### src/rtl/serial_alu_adder_seq.sv
// Bit-serial add/subtract sequencer: one full adder cell is reused over WIDTH
// cycles, LSB first, with the carry held in a flip-flop between bits.

module full_adder_cell (
  input  logic x,
  input  logic y,
  input  logic c_in,
  output logic z,
  output logic c_out
);
  assign z     = x ^ y ^ c_in;
  assign c_out = (x & y) | (c_in & (x ^ y));
endmodule

module serial_alu_adder_seq #(
  parameter int WIDTH = 16,
  parameter int CNT_W = 4
) (
  input  logic             clk,
  input  logic             rst,
  input  logic             start,
  input  logic             op,
  input  logic [WIDTH-1:0] a,
  input  logic [WIDTH-1:0] b,
  output logic             busy,
  output logic             done,
  output logic [WIDTH-1:0] result,
  output logic             c_out,
  output logic             overflow,
  output logic             zero
);

  typedef enum logic [1:0] {IDLE, RUN, DONE} state_t;

  localparam logic [CNT_W-1:0] LAST = CNT_W'(WIDTH - 1);

  state_t           state;
  state_t           next_state;
  logic [WIDTH-1:0] opa;
  logic [WIDTH-1:0] opb;
  logic [WIDTH-1:0] sr;
  logic [WIDTH-1:0] sr_next;
  logic             carry;
  logic [CNT_W-1:0] cnt;
  logic             fa_z;
  logic             fa_cout;

  full_adder_cell u_cell (
    .x     (opa[0]),
    .y     (opb[0]),
    .c_in  (carry),
    .z     (fa_z),
    .c_out (fa_cout)
  );

  assign sr_next = {fa_z, sr[WIDTH-1:1]};
  assign busy    = (state == RUN);
  assign done    = (state == DONE);

  always_ff @(posedge clk) begin
    if (rst) state <= IDLE;
    else     state <= next_state;
  end

  always_comb begin
    next_state = state;
    case (state)
      IDLE:    if (start) next_state = RUN;
      RUN:     if (cnt == LAST) next_state = DONE;
      DONE:    next_state = IDLE;
      default: next_state = IDLE;
    endcase
  end

  // Subtraction is a + ~b + 1: the inverted operand is captured and the
  // carry flip-flop is preloaded with op.
  always_ff @(posedge clk) begin
    if (rst) begin
      opa      <= '0;
      opb      <= '0;
      sr       <= '0;
      carry    <= 1'b0;
      cnt      <= '0;
      result   <= '0;
      c_out    <= 1'b0;
      overflow <= 1'b0;
      zero     <= 1'b0;
    end else begin
      case (state)
        IDLE: begin
          if (start) begin
            opa   <= a;
            opb   <= op ? ~b : b;
            carry <= op;
            cnt   <= '0;
          end
        end
        RUN: begin
          opa   <= opa >> 1;
          opb   <= opb >> 1;
          sr    <= sr_next;
          carry <= fa_cout;
          cnt   <= cnt + 1'b1;
          // The carry register still holds the carry into the MSB here.
          if (cnt == LAST) begin
            result   <= sr_next;
            c_out    <= fa_cout;
            overflow <= carry ^ fa_cout;
            zero     <= (sr_next == '0);
          end
        end
        default: ;
      endcase
    end
  end

endmodule

### config.mk
export PLATFORM = sky130hd
export DESIGN_NAME = serial_alu_adder_seq
export DESIGN_NICKNAME = d
export VERILOG_FILES = /design/src/rtl/serial_alu_adder_seq.sv
export SDC_FILE = /design/constraint.sdc
export NUM_CORES = 1
export LEC_CHECK = 0
export BUFFER_PORTS_ARGS = -buffer_cell sky130_fd_sc_hd__buf_2
export CORE_MARGIN = 4
export CORE_UTILIZATION = 44
export DETAILED_ROUTE_END_ITERATION = 8
export GPL_ROUTABILITY_DRIVEN = 0
export PLACE_DENSITY = 0.66
export SLEW_MARGIN = 30
export SYNTH_ARGS = -nofsm -noshare
export SYNTH_HDL_FRONTEND = slang
export SYNTH_HIERARCHICAL = 1
export SYNTH_SLANG_ARGS = --single-unit
### constraint.sdc
create_clock -name clk -period 1.95 [get_ports clk]
set_clock_uncertainty 0.05 [all_clocks]
set_input_delay 0.585 -clock clk [delete_from_list [all_inputs] [get_ports clk]]
set_output_delay 0.585 -clock clk [all_outputs]
set_load 0.02 [all_outputs]
**Word-level counts from Yosys, hierarchy flattened**

Cells that the tools add are included.

- Register bits: 74
- Input port bits: 36
- Word-level logic and storage cells: 41

- Add/sub/neg operators: 1
- Equal/unequal tests: 5
- Mux-type cells: 12
- Bitwise operators: 7
- Reduce and logical (&&, ||, !) cells: 6

Operators by type and width:

| operator | count |
|---|---|
| $pmux W16 S2 | 2 |
| $mux W16 | 3 |
| $logic_not A16 Y1 | 1 |
| $not A16 Y16 | 1 |
| $pmux W4 S2 | 1 |
| $reduce_and A2 Y1 | 3 |
| $add A4 B1 Y4 const B | 1 |
| $eq A4 B4 Y1 const B | 1 |
| $mux W2 | 2 |
| $mux W4 | 1 |
| $pmux W2 S2 | 1 |
| $xor A1 B1 Y1 | 3 |
| $and A1 B1 Y1 | 2 |
| $eq A2 B1 Y1 const B | 1 |
| $eq A2 B2 Y1 const B | 1 |
| $logic_not A2 Y1 | 1 |
| $ne A2 B1 Y1 const B | 1 |
| $ne A2 B2 Y1 const B | 1 |
| $pmux W1 S2 | 1 |
| $reduce_bool A2 Y1 | 1 |
| $mux W1 | 1 |
| $or A1 B1 Y1 | 1 |

**Logic depth before layout (Yosys ltp)**

- Depth after elaboration: 4
- Mapped depth: 6
- Gate-level depth less buffers: 4

**Modules after synthesis**

Netlist, hierarchy kept.

By module, submodules not included:

| module | instances | cells each | area an instance (sq um) | sequential area each (sq um) |
|---|---|---|---|---|
| serial_alu_adder_seq | 1 | 353 | 3071.7 | 1461.4 |
| full_adder_cell | 1 | 1 | 20.0 | 0.0 |

**Worst setup path after synthesis**

OpenSTA, ideal clock, no wires.

- Path type: reg-to-output
- From: reg state[1]
- To: out done
- Arrival time: 1121 ps
- Path slack: 194 ps
- Cell stages (with the launch flop): 4
- Cell sequence: dfxtp_1 clkinv_1 clkbuf_1 nor2_1

- Cells in the longest elaborated chain, start to end: 1

Ends and longest elaborated chain:

| element | line | RTL |
|---|---|---|
| from (decl) | 37 | `state_t state;` |
| from (signal assigned) | 62 | `else state <= next_state;` |
| $eq A2 B2 Y1 | 58 | `assign done = (state == DONE);` |
| to (decl) | 26 | `output logic done,` |

No other way between the ends.

**Worst setup path after layout**

- From: reg state[1]
- To: out busy

- Cells in the longest elaborated chain, start to end: 1

Ends and longest elaborated chain:

| element | line | RTL |
|---|---|---|
| $eq A2 B1 Y1 | 57 | `assign busy = (state == RUN);` |
| to (decl) | 25 | `output logic busy,` |

No other way between the ends.

==> reports/qor.yml <==
die_width_um: 91.8
nFillCells: 650
slew_viol_final: 0
crit_path_top_delay_cell: "dfxtp_2"
grt_pass1_vias: 2467
tightest_slew_ns: 0.751
grt_usage: 0.170
post_cts_buffers: 0
htreeDepth: 3
vdd_drop_max_mv: 0.448
endpoint_kind: "output pin"
critPathMaxStageDelay_ns: 0.38
met1_usage: 0.226
p_comb_frac: 0.118
cap_violations: 0
min_from: "result[11]"
powerDensity_mw_per_mm2: 870
ant_nets: 0
met2_usage: 0.271
antennaDiodeCount: 0
area_delta_synth_final_pct: 17.9
setup_slack_ns: 0.103
drtPass1Iterations: 6
arrival_ns: 1.21
syn_area_per_cell_um2: 8.73
wl_per_cell_um: 14.0
num_rows: 30
hp-class: "register to register"
io_pins: 57
r2r_start: "opb[0]"
drc_errors: 0
finalCritPeriodShare: 0.947
p_sw_mw: 0.804
synth_warnings: 6
yosysUniqueCellTypes: 38
synth_seq_cells: 73
path_max_fanout: 11
grt-ovfl-total: 0
io_buffers: 56
setup_viol: 0
cp.required_ns: 1.31
drive_gt1_frac: 0.227
dpl.cell_count: 484
intPower_mw: 2.37
syn-instance-count: 354
crit_chain: "nand2b_4 -> inv_4 -> buf_2"
root_buffer: "clkbuf_8"
critPathLaunch: "state[1]"
synth_nets: 392
vias_per_cell: 5.35
wl_mm: 7.01
cts.path.max_buffers: 2
antenna_found_initial: 0
fmax_ghz: 0.541
cts_tree: "yes"
top_usage_layer: "met2"
rsz0062_at_grt: "false"
grtUsageMet3: 0.0336
finalNetCount: 438
core_region_area_mm2: 0.00679
p_leak_nw: 1.42
layout.cells.non_filler: 501
place_ws_ns: -0.0254
hold_path_depth: 2
numCtsBuffers: 9
hold_viol_final: 0
die_h_um: 91.8
grt_max_degree: 54
worstSkewPairLatency_ns: 0.34
syn_area_mm2: 0.00309
rrSetupSlack_ns: 0.20
crit_type: "register to output pin"
clockPowerShare: 0.378
outcome: "complete, no violations"
grt_pass1_wl_mm: 11.7
post-route-util: 0.536
clk_pin_slew_ns: 0.07
dp_hpwl_mm: 4.49
r2r_cells: 4
switching_share: 0.253
finalCriticalPeriod_ns: 1.85
start_util: 0.455
vias: 2682
die-area_mm2: 0.00843
cts.sinks: 73
seq_power_share: 0.505
drt_iter0_markers: 178
ys_seq_area_frac: 0.473
timing.slew.headroom: 0.499
cp-start-kind: "register"
-- worst max-delay path: cells and delay by family (launching register included) --
family                 cells  cell delay, ns
buffers and inverters      2            0.31
flip-flops                 1            0.38
AND/OR/NAND/NOR            1            0.18
-- cells in the final DEF, fill, tap and decap left out, types with 2 or more instances in the layout --
| cell | netlist | layout |
|---|---|---|
| dfxtp_1 | 73 | 71 |
| buf_2 | 14 | 56 |
| nor2_1 | 51 | 51 |
| a21oi_1 | 36 | 36 |
| nand2_1 | 30 | 30 |
| nand3_1 | 19 | 19 |
| o21ai_0 | 19 | 19 |
| a211oi_1 | 17 | 17 |
| xor2_1 | 16 | 16 |
| a222oi_1 | 15 | 15 |
| o2bb2ai_1 | 14 | 14 |
| clkbuf_8 | 0 | 11 |
| buf_4 | 3 | 9 |
| nor4_1 | 4 | 4 |
| a22oi_1 | 3 | 3 |
| clkinv_2 | 0 | 3 |
| o22ai_1 | 2 | 2 |
| dfxtp_2 | 0 | 2 |
-- registers in the layout (all words and copies together) (netlist names), 2 cells and up --
| name | flops |
|---|---|
| state | 2 |
| result | 16 |
| opb | 16 |
| cnt | 4 |
| sr | 15 |
| opa | 16 |
-- power groups by stage --
stage          clock [mW]  sequential [mW]  combinational [mW]
2_1_floorplan           0             1.62               0.285
3_3_place_gp            0             1.63               0.360
3_5_place_dp            0             1.63               0.368
4_1_cts              1.23             1.60               0.373
5_1_grt              1.29             1.61               0.418
6_report             1.20             1.60               0.373
-- per-stage QoR --
step                      power (mW)  hold WS, ns  cell area [um2]  setup TNS (ns)
after floorplan                 1.91        0.400             3090               0
after global routing            3.31        0.438             3640               0
final                           3.17        0.421             3640               0
after global placement          1.99        0.410             3410               0
after CTS                       3.20        0.420             3630               0
after detailed placement        2.00        0.415             3410          -0.122
-- logic make-up after synthesis --
family,synth area share
simple gates,0.163
compound gates,0.245
flops,0.473
buf+inv,0.0611
xor+xnor,0.0482
fa+ha+maj,0.0105
-- Yosys cell counts --
master,n,area [um2]
dfxtp_1,73,1460
inv_4,1,6.26
o21ai_0,19,95.1
o2bb2ai_1,14,123
a21oi_1,36,180
buf_4,3,22.5
buf_2,14,70.1
xor2_1,16,140
or3_1,1,6.26
or3b_2,1,8.76
a222oi_1,15,150
nand2b_1,2,12.5
nand2_1,30,113
nand3b_1,1,7.51
o22ai_1,2,12.5
a311oi_1,1,8.76
a211oi_1,17,128
a22oi_1,3,22.5
nand4_1,1,6.26
clkbuf_1,13,48.8
nand3_1,19,95.1
buf_6,3,33.8
nor3b_2,1,12.5
o21bai_2,1,11.3
xnor2_1,1,8.76
o21ba_2,1,10.0
ha_1,1,12.5
fa_1,1,20.0
nor4_1,4,25.0
o211ai_1,1,7.51
nor3_1,1,5.00
nor3b_1,1,7.51
inv_1,1,3.75
nor2_1,51,191
nor2b_1,1,6.26
clkinv_1,1,3.75
o41ai_1,1,8.76
and3_1,1,6.26
-- final cells by class --
cell class	count	area, um2	share of cell area
clock buffers	11	151	0.0415
clock inverters	5	53.8	0.0148
inverters	3	13.8	0.00378
multi-input cells	245	1460	0.399
flip-flops and latches	73	1460	0.402
well taps	96	120	0.0330
repair buffers	67	379	0.104
repair inverters	1	7.51	0.00206
-- final timing paths --
check                to
max                busy
max reg2reg        zero
min reg2reg  result[11]
min          result[11]
-- timing repair --
action | 4_1_cts | 5_1_grt
cloned | 1 | 0
hold buffers | 0 | 0
resized for setup | 2 | 3
pin swaps | 0 | 0
hold endpoints to repair | 0 | 0
setup endpoints to repair | 1 | 2
-- layer usage --
metal,vias to the layer above,routed length (um)
li1,1364,-
met1,1238,3360
met2,71,3240
met3,9,312
met4,0,102
met5,-,0
Note: power is estimated with default switching activity, not from simulation.
